--- config.mk ---
export PLATFORM = sky130hd
export DESIGN_NAME = aes_seq_ctrl
export DESIGN_NICKNAME = d
export VERILOG_FILES = /design/src/rtl/aes_pkg.sv /design/src/rtl/aes_seq_ctrl.sv
export SDC_FILE = /design/constraint.sdc
export NUM_CORES = 1
export LEC_CHECK = 0
export ABC_AREA = 0
export CORE_ASPECT_RATIO = 0.8
export CORE_UTILIZATION = 52
export CTS_CLUSTER_SIZE = 40
export DETAILED_ROUTE_END_ITERATION = 6
export HOLD_SLACK_MARGIN = 0.02
export PLACE_DENSITY = 0.83
export SLEW_MARGIN = 20
export SYNTH_ARGS = -nofsm -noshare
export SYNTH_HDL_FRONTEND = slang
export SYNTH_SLANG_ARGS = --single-unit
--- constraint.sdc ---
create_clock -name clk_i -period 3.04 [get_ports clk_i]
set_clock_uncertainty 0.15 [all_clocks]
set_input_delay 0.76 -clock clk_i [delete_from_list [all_inputs] [get_ports clk_i]]
set_output_delay 0.76 -clock clk_i [all_outputs]
set_load 0.03 [all_outputs]
--- src/rtl/aes_pkg.sv ---
// rtl/aes_pkg.sv - shared select codes and sequencer state type for the AES datapath
package aes_pkg;

    localparam logic [1:0] SEL_KEY   = 2'd0;
    localparam logic [1:0] SEL_IV    = 2'd1;
    localparam logic [1:0] SEL_CHAIN = 2'd2;
    localparam logic [1:0] SEL_NONE  = 2'd3;

    typedef enum logic [2:0] {
        ST_IDLE,
        ST_KEY,
        ST_WAIT_KEY,
        ST_IV,
        ST_CHAIN,
        ST_WAIT_BLK,
        ST_DONE
    } aes_seq_state_t;

    // Only the issue states open the mux; every other state parks it on NONE.
    function automatic logic [1:0] sel_for_state(input aes_seq_state_t st);
        logic [1:0] sel;
        case (st)
            ST_KEY:   sel = SEL_KEY;
            ST_IV:    sel = SEL_IV;
            ST_CHAIN: sel = SEL_CHAIN;
            default:  sel = SEL_NONE;
        endcase
        return sel;
    endfunction

endpackage

--- src/rtl/aes_seq_ctrl.sv ---
// rtl/aes_seq_ctrl.sv - AES input-mux and core sequencer with block counter
module aes_seq_ctrl
    import aes_pkg::*;
#(
    parameter int BLK_CNT_W = 16
) (
    input  logic                 clk_i,
    input  logic                 rst_ni,
    input  logic                 start_i,
    input  logic [BLK_CNT_W-1:0] nblk_i,
    input  logic                 skip_key_i,
    input  logic                 abort_i,
    output logic [1:0]           sel_o,
    input  logic                 mux_valid_i,
    output logic                 core_start_o,
    input  logic                 core_done_i,
    output logic                 w_ack_o,
    output logic                 iv_ack_o,
    output logic                 c_ack_o,
    output logic                 m_ack_o,
    output logic                 busy_o,
    output logic                 done_o,
    output logic                 err_o,
    output logic [BLK_CNT_W-1:0] blk_idx_o
);

    aes_seq_state_t       state_q, state_d;
    logic [1:0]           sel_q, sel_d;
    logic                 core_start_q, core_start_d;
    logic                 w_ack_q, w_ack_d;
    logic                 iv_ack_q, iv_ack_d;
    logic                 c_ack_q, c_ack_d;
    logic                 m_ack_q, m_ack_d;
    logic                 busy_q, busy_d;
    logic                 done_q, done_d;
    logic                 err_q, err_d;
    logic [BLK_CNT_W-1:0] blk_idx_q, blk_idx_d;
    logic [BLK_CNT_W-1:0] nblk_q, nblk_d;
    logic                 last_blk;

    // nblk_q is nonzero whenever a block is in flight, so the subtraction cannot wrap.
    assign last_blk = (blk_idx_q == (nblk_q - BLK_CNT_W'(1)));

    always_comb begin
        state_d      = state_q;
        blk_idx_d    = blk_idx_q;
        nblk_d       = nblk_q;
        err_d        = err_q;
        core_start_d = 1'b0;
        w_ack_d      = 1'b0;
        iv_ack_d     = 1'b0;
        c_ack_d      = 1'b0;
        m_ack_d      = 1'b0;
        done_d       = 1'b0;

        case (state_q)
            ST_IDLE: begin
                if (start_i) begin
                    if (nblk_i != '0) begin
                        nblk_d    = nblk_i;
                        blk_idx_d = '0;
                        err_d     = 1'b0;
                        state_d   = skip_key_i ? ST_IV : ST_KEY;
                    end else begin
                        state_d = ST_DONE;
                    end
                end
            end
            ST_KEY: begin
                if (core_done_i) begin
                    err_d = 1'b1;
                end else if (mux_valid_i) begin
                    core_start_d = 1'b1;
                    w_ack_d      = 1'b1;
                    state_d      = ST_WAIT_KEY;
                end
            end
            ST_WAIT_KEY: begin
                if (core_done_i) begin
                    state_d = ST_IV;
                end
            end
            ST_IV: begin
                if (core_done_i) begin
                    err_d = 1'b1;
                end else if (mux_valid_i) begin
                    core_start_d = 1'b1;
                    iv_ack_d     = 1'b1;
                    m_ack_d      = 1'b1;
                    state_d      = ST_WAIT_BLK;
                end
            end
            ST_CHAIN: begin
                if (core_done_i) begin
                    err_d = 1'b1;
                end else if (mux_valid_i) begin
                    core_start_d = 1'b1;
                    c_ack_d      = 1'b1;
                    m_ack_d      = 1'b1;
                    state_d      = ST_WAIT_BLK;
                end
            end
            ST_WAIT_BLK: begin
                if (core_done_i) begin
                    if (last_blk) begin
                        state_d = ST_DONE;
                    end else begin
                        blk_idx_d = blk_idx_q + BLK_CNT_W'(1);
                        state_d   = ST_CHAIN;
                    end
                end
            end
            ST_DONE: begin
                done_d  = 1'b1;
                state_d = ST_IDLE;
            end
            default: begin
                state_d = ST_IDLE;
            end
        endcase

        // Abort overrides everything decided above; blk_idx is kept for post-mortem.
        if (abort_i && (state_q != ST_IDLE)) begin
            state_d      = ST_IDLE;
            blk_idx_d    = blk_idx_q;
            nblk_d       = nblk_q;
            err_d        = err_q;
            core_start_d = 1'b0;
            w_ack_d      = 1'b0;
            iv_ack_d     = 1'b0;
            c_ack_d      = 1'b0;
            m_ack_d      = 1'b0;
            done_d       = 1'b0;
        end

        sel_d  = sel_for_state(state_d);
        busy_d = (state_d != ST_IDLE);
    end

    always_ff @(posedge clk_i) begin
        if (!rst_ni) begin
            state_q      <= ST_IDLE;
            sel_q        <= SEL_NONE;
            core_start_q <= 1'b0;
            w_ack_q      <= 1'b0;
            iv_ack_q     <= 1'b0;
            c_ack_q      <= 1'b0;
            m_ack_q      <= 1'b0;
            busy_q       <= 1'b0;
            done_q       <= 1'b0;
            err_q        <= 1'b0;
            blk_idx_q    <= '0;
            nblk_q       <= '0;
        end else begin
            state_q      <= state_d;
            sel_q        <= sel_d;
            core_start_q <= core_start_d;
            w_ack_q      <= w_ack_d;
            iv_ack_q     <= iv_ack_d;
            c_ack_q      <= c_ack_d;
            m_ack_q      <= m_ack_d;
            busy_q       <= busy_d;
            done_q       <= done_d;
            err_q        <= err_d;
            blk_idx_q    <= blk_idx_d;
            nblk_q       <= nblk_d;
        end
    end

    assign sel_o        = sel_q;
    assign core_start_o = core_start_q;
    assign w_ack_o      = w_ack_q;
    assign iv_ack_o     = iv_ack_q;
    assign c_ack_o      = c_ack_q;
    assign m_ack_o      = m_ack_q;
    assign busy_o       = busy_q;
    assign done_o       = done_q;
    assign err_o        = err_q;
    assign blk_idx_o    = blk_idx_q;

endmodule
==> summary.txt, run 1 <==
Antenna violations before repair = 0
Top-level I/O count = 49
Req. time, crit path = 3.08 ns
Clk sinks = 45
Area leader, netlist = dfxtp_1
Post-synth top flop = dfxtp_1
Synth cell types = 44
DRT iter0 DRCs = 208
Die Y = 65.1 um
Max-slew violations = 0
PD cells = 537 nW/um2
Slew headroom = 63.4%
Sequential share of power = 39.0%
Clk Latency, worst-skew pair = 0.29 ns
Synth Register Bits = 45
Minimum clock period = 2.97 ns
Largest net degree at the start of global routing = 29
Chip width = 80.9 um
Total negative slack = 0 ns
XOR/XNOR Fraction of Synth Area = 7.44%
IO Port Bufs = 48
GRT Max-Usage Layer = met2
Post-synth net total = 323
First-pass GRT wire length = 10.7 mm
Max FO, Critical Path = 28
Comb power frac = 34.5%
Post-placement cell area = 3190 um2
Vias = 2465
Mux contribution to synthesized area = 8.11%
Fraction of the yosys area taken by sequential cells = 34.8%
Final HPWL DP = 4.74 mm
Compound-cell area share of the yosys netlist = 15.2%
Global Route Usage Sum = 26.3%
Longest Clk Path Bufs = 2
Synth Area in Simple Gates = 29.2%
Largest family of logic cells by synthesized area = simple AND/OR/NAND/NOR gates
Routed wire per std cell = 15.7 um
Worst Hold Class = reg2reg
Row cnt = 22
Power share of the clock group = 26.4%
Vias per cell = 5.94
Status = complete, no violations
Fmax = 337 MHz
Initial Utilization = 55.4%
Post-route cell area = 3330 um2
CTS tree = done
Vias in the first global route = 2262
Layout cells sized above 1 = 9.01%
Buf+Inv Stages, Crit Path = 2
Met1 Track Usage GR = 37.5%
Top cell family by delay on the critical path = simple AND/OR/NAND/NOR gates
Power Internal = 0.00120 W
Final hold violation count = 0
H-tree depth = 2
Synth-to-Final Area Change = 28.5%
Die ar. = 5270 um2
Switch share = 32.9%
Max VDD drop = 337 uV
Synth Warn # = 0
Crit end category = flip-flop
Switching power total = 0.000588 W
Max incr delay on CP = 0.53 ns
Finished Layout Cells = 415
Overall routed net length = 6.53 mm
Reg2reg start = nblk_q[8]$_SDFFE_PN0P_
Placer Congestion = 0.897
Post-Synth Adder-Cell Area = 0.966%
Worst Path Arrival = 3.01 ns
CP startpoint = nblk_q[8]$_SDFFE_PN0P_
Cells after synthesis = 298
Least-Margin Pin Slew = 0.544 ns
EDFF count, synth = 0
Final Cycle Share = 97.6%
Nets@finish = 379
CP startpoint kind = flip-flop
ANT cells = 0
Leak Pwr = 1.27 nW
Met3 Resource Use GR = 4.86%
Critical path, cell by cell = buf_4 > nor4_4 > nand4_2 > or4_1 > a22oi_1 > and4_1 > a21o_1 > buf_12 > mux2i_1 > nor2_1
Grt total ovfl = 0
Ys async rst share = 0%
First-pass DRT Iterations = 5
CTS clk-pin slew, worst paths = 0.08 ns
Crit path kind = reg2reg
CTS buffer count = 5
Area contributors post-synth = dfxtp_1 35%, mux2i_1 8.1%, nor2b_1 4.3%
Count leader, synth = dfxtp_1
Max-cap viol count = 0
Syn Area/Cell = 8.70 um2
Synth cell count leaders = 45 x dfxtp_1, 22 x a21oi_1, 21 x mux2i_1
Synth top area share = 34.8%
Grt met2 use = 40.4%
Post-Syn Area = 2590 um2
Hold_sp = err_o$_SDFFE_PN0P_
Core area = 4680 um2
Critical-path top delay cell = or4_1
DRC = 0
Antenna Nets Post-Route = 0
Endpoints failing setup = 0
Placed Cells = 406
Clock root cell = clkbuf_8
-- per-stage QoR --
step,setup slack (ns),util [%],hold WS [ns],total power [W]
floorplan,0.319,-,0.358,0.00111
global route,-0.0288,71.1,0.421,0.00188
global placement,0.0821,68.2,0.308,0.00128
detailed placement,0.0345,68.2,0.317,0.00129
finish,0.0735,71.1,0.336,0.00179
CTS,0.112,70.7,0.338,0.00176
-- metal layers --
layer | vias to the layer above | routed length, um | part of all wire, %
met5 | - | 0 | 0
met4 | 0 | 82 | 1.3
met3 | 11 | 430 | 6.6
met2 | 122 | 2980 | 46
met1 | 1133 | 3040 | 47
li1 | 1199 | - | -
-- power groups by stage --
| stage | clock network, W | logic, W | registers (W) |
|---|---|---|---|
| after CTS | 0.000474 | 0.000594 | 0.000696 |
| final | 0.000472 | 0.000618 | 0.000698 |
| after global placement | 0 | 0.000571 | 0.000706 |
| after global routing | 0.000499 | 0.000672 | 0.000705 |
| after detailed placement | 0 | 0.000584 | 0.000710 |
| after floorplan | 0 | 0.000396 | 0.000717 |
-- what timing repair did --
action,CTS,global route
endpoints found under the setup margin,0,6
buffers inserted,0,1
hold endpoints to repair,0,0
gates resized for setup,0,3
hold buffers,0,0
-- final timing paths --
kind	to	slack [ns]	cells past startpoint
worst min register to register	err_o$_SDFFE_PN0P_	0.34	2
worst max-delay path	blk_idx_o[1]$_SDFFE_PN0P_	0.07	10
worst max register to register	blk_idx_o[1]$_SDFFE_PN0P_	0.07	10
worst min-delay path	err_o$_SDFFE_PN0P_	0.34	2
-- state kept, by name, indices dropped and copies added (netlist names), 2 cells and up --
register and cells:
sel_o 2, nblk_q 16, blk_idx_o 16, state_q 3
-- tightest hold or removal path, stage by stage (launching register included) --
cell and delay [ns]:
dfxtp_1 0.33, a21oi_1 0.05, nor2_1 0.07
-- cell families (layout without fill, tap and decap cells) --
logic type	after synthesis	count (layout)
adders and majority gates	2	2
AOI/OAI and AO/OA	63	63
DFF	45	45
and+or+nand+nor	126	126
muxes	21	21
xor gates and xnor gates	22	22
buffers and inverters	19	76
-- cell usage in the layout (no fill, tap or decap), types with 2 or more instances in the layout --
| cell | synthesis | final |
|---|---|---|
| a211oi_1 | 9 | 9 |
| a21o_1 | 4 | 4 |
| a21oi_1 | 22 | 22 |
| a22oi_1 | 2 | 2 |
| a31oi_1 | 2 | 2 |
| and3_1 | 9 | 9 |
| and4_1 | 2 | 2 |
| buf_12 | 0 | 2 |
| buf_4 | 0 | 15 |
| clkbuf_8 | 0 | 6 |
| clkdlybuf4s50_1 | 0 | 48 |
| dfxtp_1 | 45 | 45 |
| ha_1 | 2 | 2 |
| inv_1 | 3 | 3 |
| mux2i_1 | 21 | 21 |
| nand2_1 | 19 | 19 |
| nand2b_1 | 5 | 5 |
| nand3_1 | 6 | 6 |
| nand3b_1 | 4 | 4 |
| nand4_1 | 5 | 5 |
| nor2_1 | 16 | 16 |
| nor2b_1 | 18 | 18 |
| nor3_1 | 7 | 7 |
| nor3b_1 | 2 | 2 |
| nor4_1 | 5 | 4 |
| nor4_4 | 2 | 2 |
| o21ai_0 | 5 | 5 |
| o21ai_1 | 7 | 7 |
| o31ai_1 | 8 | 7 |
| or3_1 | 10 | 10 |
| or4_1 | 9 | 9 |
| xnor2_1 | 12 | 12 |
| xor2_1 | 10 | 10 |
-- cell type report --
cell class | count | area, um2
timing repair buffer | 65 | 633
inverter | 3 | 11.3
clock buffer | 7 | 86.3
sequential | 45 | 901
multi-input combinational | 234 | 1590
clock inverter | 1 | 30.0
fill | 356 | 1350
tap | 60 | 75.1
Power figures use the tool's default switching activity.
==> run 2: changes to the inputs <==
--- a/config.mk
+++ b/config.mk
@@ -7,11 +7,11 @@
 export LEC_CHECK = 0
 export ABC_AREA = 0
 export CORE_ASPECT_RATIO = 0.8
-export CORE_UTILIZATION = 52
+export CORE_UTILIZATION = 56
 export CTS_CLUSTER_SIZE = 40
 export DETAILED_ROUTE_END_ITERATION = 6
 export HOLD_SLACK_MARGIN = 0.02
-export PLACE_DENSITY = 0.83
+export PLACE_DENSITY = 0.88
 export SLEW_MARGIN = 20
 export SYNTH_ARGS = -nofsm -noshare
 export SYNTH_HDL_FRONTEND = slang
==> constraint.sdc (replaced) <==
create_clock -name clk_i -period 3.8 [get_ports clk_i]
set_clock_uncertainty 0.15 [all_clocks]
set_input_delay 0.95 -clock clk_i [delete_from_list [all_inputs] [get_ports clk_i]]
set_output_delay 0.95 -clock clk_i [all_outputs]
set_load 0.03 [all_outputs]
==> summary.txt, run 2 (synthesis gave the netlist of run 1 again) <==
CP startpoint kind = flip-flop
H-tree depth = 2 (unchanged)
Longest Clk Path Bufs = 2 (unchanged)
Post-route cell area = 3180 um2 (-4.4%)
Core area = 4310 um2 (-7.9%)
Top-level I/O count = 49 (unchanged)
Buf+Inv Stages, Crit Path = 1 (-1)
Synth-to-Final Area Change = 22.9%
Req. time, crit path = 3.88 ns (+0.80 ns)
Clk Latency, worst-skew pair = 0.31 ns (+0.02 ns)
Antenna Nets Post-Route = 0 (unchanged)
Commonest non-fill, non-tap cells in the layout = 48 x clkdlybuf4s50_1, 45 x dfxtp_1, 22 x a21oi_1, 21 x mux2i_1, 19 x nand2_1
Final HPWL DP = 4.63 mm (-2.5%)
Clk sinks = 45 (unchanged)
R2R cell count = 9 (-1)
Crit Reg-Reg Endpoint = blk_idx_o[11]$_SDFFE_PN0P_
CTS buffer count = 5 (unchanged)
Top cell family by delay on the critical path = simple AND/OR/NAND/NOR gates
RSZ-0062 raised after global routing = false
Vias per cell = 6.16 (+3.7%)
Overall routed net length = 6.42 mm (-1.8%)
Crit end category = flip-flop
Die Y = 62.8 um (-3.5%)
Max VDD drop = 308 uV (-8.6%)
Core Util, Final = 73.9% (+2.7 points)
Placer Congestion = 0.962 (+7.3%)
Worst Path Arrival = 3.31 ns (+0.30 ns)
CTS clk-pin slew, worst paths = 0.08 ns (about the same)
Vias in the first global route = 2250 (-0.53%)
Routed wire per std cell = 16.1 um (+2.4%)
Clock root cell = clkbuf_8
Comb power frac = 31.0% (-3.5 points)
Endpoints failing setup = 0 (unchanged)
IO Port Bufs = 48 (unchanged)
Final Cycle Share = 85.0% (-13 points)
Post-CTS Hold Buffers = 0 (unchanged)
Die ar. = 4900 um2 (-7.0%)
PD cells = 433 nW/um2 (-19%)
Sequential share of power = 41.2% (+2.2 points)
Power Internal = 0.000915 W (-24%)
CP endpoint = blk_idx_o[11]$_SDFFE_PN0P_
Total negative slack = 0 ns (unchanged)
Switch share = 33.7% (+0.77 points)
DRT iter0 DRCs = 158 (-24%)
DRC = 0 (unchanged)
Largest net degree at the start of global routing = 29 (unchanged)
Initial Utilization = 60.1% (+4.8 points)
Switching power total = 0.000465 W (-21%)
Global Route Usage Sum = 27.9% (+1.6 points)
Layout cells sized above 1 = 4.99% (-4.0 points)
Chip width = 78.1 um (-3.6%)
Status = complete, no violations
Worst Hold Class = reg2reg
Row cnt = 21 (-4.5%)
Commonest non-fill, non-tap cell in the layout = clkdlybuf4s50_1
First-pass GRT wire length = 10.7 mm (about the same)
Fmax = 310 MHz (-8.1%)
Least-Margin Pin Slew = 0.612 ns (+0.0682 ns)
Post-placement cell area = 3060 um2 (-4.0%)
Hold slack = 0.361 ns (+0.0259 ns)
Nets@finish = 365 (-3.7%)
Leak Pwr = 1.18 nW (-6.7%)
Slew headroom = 58.8% (-4.6 points)
Minimum clock period = 3.23 ns (+0.263 ns)
Max incr delay on CP = 0.61 ns (+0.08 ns)
Reg2reg start = nblk_q[6]$_SDFFE_PN0P_
Final hold violation count = 0 (unchanged)
ANT cells = 0 (unchanged)
Critical-path top delay cell = nor4_1
CP startpoint = nblk_q[6]$_SDFFE_PN0P_
Post-CTS setup buffer count = 0 (unchanged)
Worst R2R Setup Slack = 0.57 ns (+0.50 ns)
Critical path, cell by cell = nor4_1 > and3_2 > mux2i_1 > a2111oi_1 > and3_1 > a21o_1 > buf_4 > or4_1 > a21oi_1
Max FO, Critical Path = 28 (unchanged)
Antenna violations before repair = 0 (unchanged)
First-pass DRT Iterations = 5 (unchanged)
Grt total ovfl = 0 (unchanged)
Crit path depth = 9 (-1)
Max-slew violations = 0 (unchanged)
Power share of the clock group = 27.8% (+1.4 points)
CTS resizes = 0 (unchanged)
CTS tree = done
Vias = 2452 (-0.53%)
Max-cap viol count = 0 (unchanged)
Total Power = 0.00138 W (-23%)
Crit path kind = reg2reg
==> run 2: cell types whose count changed in the layout (fill, tap and decap cells not counted), sizes merged <==
cell,delta
buf,-14
clkinvlp,+1
clkbuf,-1
==> run 2: how the worst min path moves through the flow <==
stage	startpoint	to	cells after the start	slack, ns
after floorplan	nblk_q[15]$_SDFFE_PN0P_	nblk_q[15]$_SDFFE_PN0P_	2	0.36
after global placement	err_o$_SDFFE_PN0P_	err_o$_SDFFE_PN0P_	2	0.33
after detailed placement	err_o$_SDFFE_PN0P_	err_o$_SDFFE_PN0P_	2	0.35
after CTS	err_o$_SDFFE_PN0P_	err_o$_SDFFE_PN0P_	2	0.37
after global routing	err_o$_SDFFE_PN0P_	err_o$_SDFFE_PN0P_	2	0.40
final	err_o$_SDFFE_PN0P_	err_o$_SDFFE_PN0P_	2	0.36
==> run 2: routing by layer <==
layer  up-vias  part of all wire, %  GRT usage [%]
met3        11                  5.8           5.55
met2        91                   46           46.9
li1       1179                    -              -
met1      1171                   46           35.9
met5         -                    0              0
met4         0                  1.6           8.80
==> run 2: per-stage QoR <==
step	instances	setup WS, ns
2_1_floorplan	298	0.951
3_3_place_gp	390	0.431
3_5_place_dp	390	0.409
4_1_cts	398	0.666
5_1_grt	398	0.418
6_report	398	0.570
==> run 2: area by class of cell <==
| class | instances | area [um2] |
|---|---|---|
| clock buffers | 6 | 82.6 |
| clock inverters | 2 | 37.5 |
| fillers | 321 | 1120 |
| inverters | 3 | 11.3 |
| multi-input cells | 234 | 1580 |
| flip-flops and latches | 45 | 901 |
| well taps | 57 | 71.3 |
| repair buffers | 51 | 503 |
==> run 2: power groups by stage <==
stage               sequential (W)  combinational, W  clock, W
floorplan                 0.000574          0.000317         0
global placement          0.000576          0.000402         0
detailed placement        0.000578          0.000414         0
CTS                       0.000567          0.000421  0.000384
global route              0.000575          0.000464  0.000403
finish                    0.000569          0.000427  0.000384
==> run 2: worst reg2reg max path: cells and delay by family (launching register included) <==
kind	cells	cell delay, ns
and+or+nand+nor	4	1.69
AOI/OAI and AO/OA	3	0.42
DFF	1	0.42
muxes	1	0.26
buffers and inverters	1	0.21
==> run 3: changes to the inputs <==
--- a/config.mk
+++ b/config.mk
@@ -7,11 +7,11 @@
 export LEC_CHECK = 0
 export ABC_AREA = 0
 export CORE_ASPECT_RATIO = 0.8
-export CORE_UTILIZATION = 56
+export CORE_UTILIZATION = 52
 export CTS_CLUSTER_SIZE = 40
 export DETAILED_ROUTE_END_ITERATION = 6
 export HOLD_SLACK_MARGIN = 0.02
-export PLACE_DENSITY = 0.88
+export PLACE_DENSITY = 0.83
 export SLEW_MARGIN = 20
 export SYNTH_ARGS = -nofsm -noshare
 export SYNTH_HDL_FRONTEND = slang
==> constraint.sdc (replaced) <==
create_clock -name clk_i -period 3.3 [get_ports clk_i]
set_clock_uncertainty 0.15 [all_clocks]
set_input_delay 0.825 -clock clk_i [delete_from_list [all_inputs] [get_ports clk_i]]
set_output_delay 0.825 -clock clk_i [all_outputs]
set_load 0.03 [all_outputs]
==> summary.txt, run 3 (synthesis gave the netlist of run 1 again) <==
Final Cycle Share = 93.0% (+8.0 points)
CTS buffer count = 5 (unchanged)
Critical path, cell by cell = nor4_1 > and3_2 > mux2i_1 > a2111oi_1 > and3_1 > a21o_1 > buf_12 > or4_1 > a21oi_1
Post-CTS Hold Buffers = 0 (unchanged)
Req. time, crit path = 3.38 ns (-0.50 ns)
CTS clk-pin slew, worst paths = 0.08 ns (about the same)
CP startpoint kind = flip-flop
Antenna Nets Post-Route = 0 (unchanged)
Final hold violation count = 0 (unchanged)
Vias = 2442 (-0.41%)
Worst Path Arrival = 3.15 ns (-0.16 ns)
Crit path kind = reg2reg
Endpoints failing setup = 0 (unchanged)
Nets@finish = 371 (+1.6%)
Reg2reg start = nblk_q[6]$_SDFFE_PN0P_
Clk Latency, worst-skew pair = 0.30 ns (about the same)
CP endpoint = blk_idx_o[6]$_SDFFE_PN0P_
Antenna violations before repair = 0 (unchanged)
Final HPWL DP = 4.60 mm (-0.52%)
CP startpoint = nblk_q[6]$_SDFFE_PN0P_
RSZ-0062 raised after global routing = false
Multi-input logic area = 1580 um2 (unchanged)
Initial Utilization = 55.4% (-4.8 points)
Max-slew violations = 0 (unchanged)
Crit Reg-Reg Endpoint = blk_idx_o[6]$_SDFFE_PN0P_
Placer Congestion = 0.891 (-7.4%)
DRT iter0 DRCs = 201 (+27%)
Die ar. = 5270 um2 (+7.5%)
Slew headroom = 57.6% (-1.2 points)
Post-CTS setup buffer count = 0 (unchanged)
Crit end category = flip-flop
Row cnt = 22 (+4.8%)
Largest net degree at the start of global routing = 29 (unchanged)
PD cells = 488 nW/um2 (+13%)
Leak Pwr = 1.22 nW (+2.8%)
Commonest non-fill, non-tap cell in the layout = clkdlybuf4s50_1
First-pass GRT wire length = 10.5 mm (-2.2%)
Max VDD drop = 300 uV (-2.7%)
Total negative slack = 0 ns (unchanged)
Max-cap viol count = 0 (unchanged)
Fmax = 326 MHz (+5.2%)
Post-route cell area = 3240 um2 (+1.8%)
Core area = 4680 um2 (+8.6%)
Top-level I/O count = 49 (unchanged)
Longest Clk Path Bufs = 2 (unchanged)
Fillcell total = 381 (+19%)
Grt total ovfl = 0 (unchanged)
Commonest non-fill, non-tap cells in the layout = 48 x clkdlybuf4s50_1, 45 x dfxtp_1, 22 x a21oi_1, 21 x mux2i_1, 19 x nand2_1
Die Y = 65.1 um (+3.7%)
Max FO, Critical Path = 28 (unchanged)
Sequential Area = 901 um2 (unchanged)
Vias in the first global route = 2230 (-0.89%)
Chip width = 80.9 um (+3.7%)
IO Port Bufs = 48 (unchanged)
Total Power = 0.00158 W (+15%)
First-pass DRT Iterations = 4 (-1)
Status = complete, no violations
CTS tree = done
Worst R2R Setup Slack = 0.23 ns (-0.34 ns)
Hold slack = 0.342 ns (-0.0199 ns)
Critical-path top delay cell = nor4_1
Vias per cell = 6.00 (-2.6%)
Overall routed net length = 6.37 mm (-0.76%)
H-tree depth = 2 (unchanged)
DRC = 0 (unchanged)
Worst Hold Class = reg2reg
R2R cell count = 9 (unchanged)
CTS resizes = 0 (unchanged)
Minimum clock period = 3.07 ns (-0.160 ns)
ANT cells = 0 (unchanged)
WHS Path Cells = 2 (unchanged)
Synth-to-Final Area Change = 25.1%
Routed wire per std cell = 15.6 um (-3.0%)
Clock root cell = clkbuf_8
Clk sinks = 45 (unchanged)
Layout cells sized above 1 = 6.63% (+1.6 points)
Global Route Usage Sum = 25.7% (-2.3 points)
Post-placement cell area = 3130 um2 (+2.0%)
Least-Margin Pin Slew = 0.630 ns (+0.0176 ns)
Max incr delay on CP = 0.60 ns (about the same)
==> run 3: cell types whose count changed in the layout (fill, tap and decap cells not counted), sizes merged <==
cell and change:
buf +6, clkbuf -1, clkinv +1
==> run 3: cell type report <==
| class | count | share of cell area (%) |
|---|---|---|
| clock buffers | 5 | 2.12 |
| inverters | 3 | 0.347 |
| well taps | 60 | 2.32 |
| flip-flops and latches | 45 | 27.8 |
| repair buffers | 57 | 17.3 |
| multi-input cells | 234 | 48.7 |
| clock inverters | 3 | 1.43 |
==> run 3: how the worst min path moves through the flow <==
| stage | startpoint | end | slack (ns) |
|---|---|---|---|
| 2_1_floorplan | nblk_q[15]$_SDFFE_PN0P_ | nblk_q[15]$_SDFFE_PN0P_ | 0.36 |
| 3_3_place_gp | err_o$_SDFFE_PN0P_ | err_o$_SDFFE_PN0P_ | 0.32 |
| 3_5_place_dp | err_o$_SDFFE_PN0P_ | err_o$_SDFFE_PN0P_ | 0.33 |
| 4_1_cts | err_o$_SDFFE_PN0P_ | err_o$_SDFFE_PN0P_ | 0.35 |
| 5_1_grt | err_o$_SDFFE_PN0P_ | err_o$_SDFFE_PN0P_ | 0.37 |
| 6_report | err_o$_SDFFE_PN0P_ | err_o$_SDFFE_PN0P_ | 0.34 |
==> run 3: metal layers <==
layer | global-route usage, % | up-vias | wire, um | share of wire, %
met3 | 4.58 | 12 | 359 | 5.6
met4 | 7.14 | 0 | 72 | 1.1
met2 | 40.3 | 69 | 2930 | 46
met5 | 0 | - | 0 | 0
met1 | 35.9 | 1172 | 3000 | 47
li1 | - | 1189 | - | -
==> run 3: power by group <==
| group | switching (W) | internal (W) | total, W | leakage [nW] |
|---|---|---|---|---|
| combinational | 0.000270 | 0.000241 | 0.000512 | 0.795 |
| clock | 0.000196 | 0.000227 | 0.000423 | 0.0543 |
| sequential | 0.0000629 | 0.000584 | 0.000647 | 0.366 |
==> run 3: worst max-delay path, delay by kind of cell (launching register included) <==
| kind | cells | cell delay [ns] |
|---|---|---|
| AOI/OAI and AO/OA | 3 | 0.44 |
| and+or+nand+nor | 4 | 1.66 |
| muxes | 1 | 0.23 |
| DFF | 1 | 0.36 |
| buffers and inverters | 1 | 0.16 |
==> run 3: stage by stage <==
stage	instances	util [%]	setup WS, ns
after floorplan	298	-	0.576
after global placement	399	66.8	0.252
after detailed placement	399	66.8	0.216
after CTS	407	69.3	0.239
after global routing	407	69.3	0.0394
final	407	69.3	0.230
==> patch 1: new RTL, config.mk and constraints of run 3 <==
Re-encode `aes_seq_state_t` (7 states) as Gray code, 3 bits wide.
--- a/src/rtl/aes_pkg.sv
+++ b/src/rtl/aes_pkg.sv
@@ -8,11 +8,11 @@
 
     typedef enum logic [2:0] {
-        ST_IDLE,
-        ST_KEY,
-        ST_WAIT_KEY,
-        ST_IV,
-        ST_CHAIN,
-        ST_WAIT_BLK,
-        ST_DONE
+        ST_IDLE     = 3'b000,
+        ST_KEY      = 3'b001,
+        ST_WAIT_KEY = 3'b011,
+        ST_IV       = 3'b010,
+        ST_CHAIN    = 3'b110,
+        ST_WAIT_BLK = 3'b111,
+        ST_DONE     = 3'b101
     } aes_seq_state_t;
 
Check against the original RTL: no difference found for any inputs over 10 cycles, from zero or initial values and one cycle with rst_ni low; not proved beyond that.
==> patch 1 against run 3 <==
- setup slack got worse by 0.098 ns
- final area rose by 1.1%
- clock power fell by 3%
- maximum frequency fell by 3.1%
- synthesized area fell by 0.87%
- synthesized cell count rose by 7.4%
- wire length rose by 4.6%
- power rose by 12%
- critical endpoint is now blk_idx_o[11]$_SDFFE_PN0P_
- critical path depth rose by 2
- highest routed layer unchanged
- sequential cell count did not move
- combinational power rose by 33%
- worst hold slack got worse by 0.0020 ns
==> patch 1: results (changes against run 3) <==
STA
  • Actual slew at the worst max-slew pin: 0.611 ns (was 0.630 ns)
  • Min Hold Slack: 0.340 ns (was 0.342 ns)

Setup path
  • Slowest cell on crit path: or4_4 (was nor4_1)
  • Critical Path End: blk_idx_o[11]$_SDFFE_PN0P_ (was blk_idx_o[6]$_SDFFE_PN0P_)
  • Reg2reg end: blk_idx_o[11]$_SDFFE_PN0P_ (was blk_idx_o[6]$_SDFFE_PN0P_)
  • Crit-path max FO: 7 (was 28)
  • Max incr delay on CP: 0.52 ns (was 0.60 ns)
  • Reg2reg setup slack: 0.13 ns (was 0.23 ns)
  • Reg2Reg Launch Point: nblk_q[1]$_SDFFE_PN0P_ (was nblk_q[6]$_SDFFE_PN0P_)
  • Worst endpoint data arrival time: 3.27 ns (was 3.15 ns)
  • Worst r2r path cells: 11 (was 9)
  • CP startpoint kind: flip-flop (unchanged)

GRT
  • Number of global-route vias before repair: 2223 (was 2230)
  • Total GRT Usage: 27.5% (was 25.7%)
  • Antenna violations before repair: 0 (unchanged)
  • Largest net degree at the start of global routing: 20 (was 29)
  • First-pass GRT wire length: 10.9 mm (was 10.5 mm)

Power
  • Maximum vdd drop: 0.000273 V (was 0.000300 V)
  • Leakage power: 1.20 nW (was 1.22 nW)

Route
  • First-pass DRT Iterations: 5 (was 4)
  • WL final: 6.66 mm (was 6.37 mm)
  • Vias: 2540 (was 2442)
  • DRC violation total after the first TritonRoute iteration: 215 (was 201)

Finish
  • Finished Layout Cells: 434 (was 407)
  • Share of cells above drive strength 1: 9.09% (was 6.63%)
  • Nets@finish: 399 (was 371)

Synthesis
  • Synth area leaders: dfxtp_1 35%, nand2_1 7.7%, xnor2_1 5.8% (was dfxtp_1 35%, mux2i_1 8.1%, nor2b_1 4.3%)
  • Yosys cell types: 51 (was 44)
  • Sequential area share after synthesis: 35.1% (was 34.8%)
  • Commonest cells post-synth: 53 x nand2_1, 45 x dfxtp_1, 25 x nor2_1 (was 45 x dfxtp_1, 22 x a21oi_1, 21 x mux2i_1)
  • Mapped Avg Cell Area: 8.03 µm² (was 8.70 µm²)
  • Async SR Flop Fraction: 0% (unchanged)
  • Syn nets: 345 (was 323)

Clocking
  • Root buffer cell: clkbuf_8 (unchanged)
  • H-tree levels: 2 (unchanged)

Placed design
  • Final RePlAce weighted congestion: 0.882 (was 0.891)
  • Post-DP HPWL: 5.02 mm (was 4.60 mm)
  • Placed Cells: 427 (was 399)

Hold path
  • Hold EP: nblk_q[15]$_SDFFE_PN0P_ (was err_o$_SDFFE_PN0P_)
  • Hold path startpoint: nblk_q[15]$_SDFFE_PN0P_ (was err_o$_SDFFE_PN0P_)

Status
  • Status: complete, no violations (unchanged)
patch 1: cell count changes after synthesis, sizes merged, moves of 6 or more:
cell and delta:
nand2 +34, a21boi +19, mux2i -15, nor2b -12, a21oi -11, nand3 +10
nor2 +9, a211oi -8, or3 -7, o21ai -6
patch 1: stage by stage:
stage	setup slack [ns]	TNS, ns	area, µm²	utilization (%)
floorplan	0.422	0	2570	-
global route	0.00617	0	3280	70.0
global placement	-0.111	-0.786	3160	67.5
detailed placement	-0.150	-1.10	3160	67.5
CTS	0.140	0	3260	69.8
finish	0.133	0	3280	70.0
patch 1: report_power, final:
group / internal (mW) / switching (mW) / total, mW
Clock: 0.220 / 0.189 / 0.409
Combinational: 0.301 / 0.379 / 0.680
Sequential: 0.599 / 0.0804 / 0.679
Total: 1.12 / 0.649 / 1.77
patch 1: logic make-up (layout without fill, tap and decap cells):
family | after synthesis | after routing | synth area share, %
flops | 45 | 45 | 35.1
compound gates | 53 | 53 | 14.3
buf+inv | 21 | 75 | 3.85
simple gates | 165 | 165 | 34.0
fa+ha+maj | 2 | 2 | 0.974
xor+xnor | 28 | 28 | 9.55
mux | 6 | 6 | 2.34
patch 1: timing repair:
action,in CTS,in global routing
setup endpoints to repair,0,9
resized for setup,0,2
endpoints found under the hold margin,0,0
patch 1: per-layer routing:
layer	vias up	GRT usage, %	part of all wire (%)
li1	1225	-	-
met1	1213	39.1	49
met2	87	41.2	44
met3	15	5.35	5.4
met4	0	9.15	1.8
met5	-	0	0
patch 1: final cells by class:
type                       instances  area (µm²)
timing repair buffer              64         601
multi-input combinational        254        1580
fill                             401        1400
clock buffer                       5        68.8
tap                               60        75.1
clock inverter                     2        35.0
inverter                           4        15.0
sequential                        45         901
==> patch 2: new RTL, settings of run 3 <==
Made on the original files. `BLK_CNT_W`: 16 -> 20.
--- a/src/rtl/aes_seq_ctrl.sv
+++ b/src/rtl/aes_seq_ctrl.sv
@@ -3,5 +3,5 @@
     import aes_pkg::*;
 #(
-    parameter int BLK_CNT_W = 16
+    parameter int BLK_CNT_W = 20
 ) (
     input  logic                 clk_i,
Ports: changed (resized blk_idx_o and nblk_i); port bits go from 49 to 57. No check against the original RTL was run, so the function may have changed too.
==> patch 2 against run 3 <==
- wire length grew 27%
- sequential cell count grew 8
- worst hold slack lost 0.00094 ns
- setup slack lost 0.083 ns
- power grew 2.3%
- synthesized area grew 19%
- final area grew 21%
- combinational power grew 4.5%
- largest cell class unchanged
==> patch 2: results (changes against run 3) <==
Route
  • Via density per instance: 5.92 (was 6.00)
  • Vias: 3035 (was 2442)
  • Drt wl/cell: 15.7 µm (was 15.6 µm)
  • DRC violation total after the first TritonRoute iteration: 248 (was 201)

Power
  • Leakage power: 1.45 nW (was 1.22 nW)
  • Flop pwr share: 45.1% (was 40.9%)
  • Net switching power figure: 0.534 mW (was 0.529 mW)
  • Internal Power: 1.08 mW (was 1.05 mW)
  • Maximum vdd drop: 0.000290 V (was 0.000300 V)

Setup path
  • Crit-path max FO: 25 (was 28)
  • Reg2reg setup slack: 0.15 ns (was 0.23 ns)
  • Slowest cell on crit path: or4_4 (was nor4_1)
  • Worst endpoint data arrival time: 3.24 ns (was 3.15 ns)
  • Reg2Reg Launch Point: nblk_q[10]$_SDFFE_PN0P_ (was nblk_q[6]$_SDFFE_PN0P_)

Synthesis
  • Syn nets: 401 (was 323)
  • Synth area leaders: dfxtp_1 34%, mux2i_1 6.8%, nor2b_1 5.1% (was dfxtp_1 35%, mux2i_1 8.1%, nor2b_1 4.3%)
  • Synth Area in Compound Gates: 14.8% (was 15.2%)
  • Syn Inst Count: 372 (was 298)
  • Yosys cell types: 64 (was 44)
  • Xor/xnor share of the synthesized area: 5.92% (was 7.44%)
  • Synth Area in Adders: 1.14% (was 0.966%)
  • Commonest cells post-synth: 53 x dfxtp_1, 30 x nand2_1, 25 x nor2b_1 (was 45 x dfxtp_1, 22 x a21oi_1, 21 x mux2i_1)

STA
  • Min Hold Slack: 0.341 ns (was 0.342 ns)
  • Actual slew at the worst max-slew pin: 0.588 ns (was 0.630 ns)

Finish
  • Filler instances: 481 (was 381)
  • Nets@finish: 463 (was 371)
  • Utilization after layout: 70.0% (was 69.3%)
  • Share of cells above drive strength 1: 9.20% (was 6.63%)

GRT
  • Number of global-route vias before repair: 2763 (was 2230)
  • First-pass GRT wire length: 13.2 mm (was 10.5 mm)
  • Total GRT Usage: 26.9% (was 25.7%)

Status
  • Status: complete, no violations (unchanged)

Placed design
  • Post-DP HPWL: 6.20 mm (was 4.60 mm)
  • Setup WS pre-CTS: 0.0172 ns (was 0.216 ns)
  • Number of port buffers: 56 (was 48)
  • Final RePlAce weighted congestion: 0.868 (was 0.891)
  • DP Area: 3800 µm² (was 3130 µm²)
-- patch 2: changes by cell type in the layout (fill, tap and decap cells not counted), moves of 6 or more --
cell	run 3	this run
nor2b_1	18	25
dfxtp_1	45	53
o21ai_1	7	1
buf_4	8	16
a211oi_1	9	1
nand3_1	6	16
nor2_1	16	24
o211ai_1	0	7
clkdlybuf4s50_1	48	56
o21ai_0	5	17
nand2_1	19	30
o31ai_1	8	1
-- patch 2: layer usage --
layer  track usage [%]  vias to the layer above  share of wire [%]
met5                 0                        -                  0
met4              7.53                        0                1.1
met3              3.73                       10                6.6
met2              41.1                      105                 45
met1              39.7                     1436                 47
li1                  -                     1484                  -
-- patch 2: layout make-up --
type                       count  share of cell area, %
clock buffer                   6                   1.86
clock inverter                 2                  0.256
inverter                       7                  0.672
multi-input combinational    294                   49.7
sequential                    53                   27.1
tap                           78                   2.50
timing repair buffer          73                   17.9
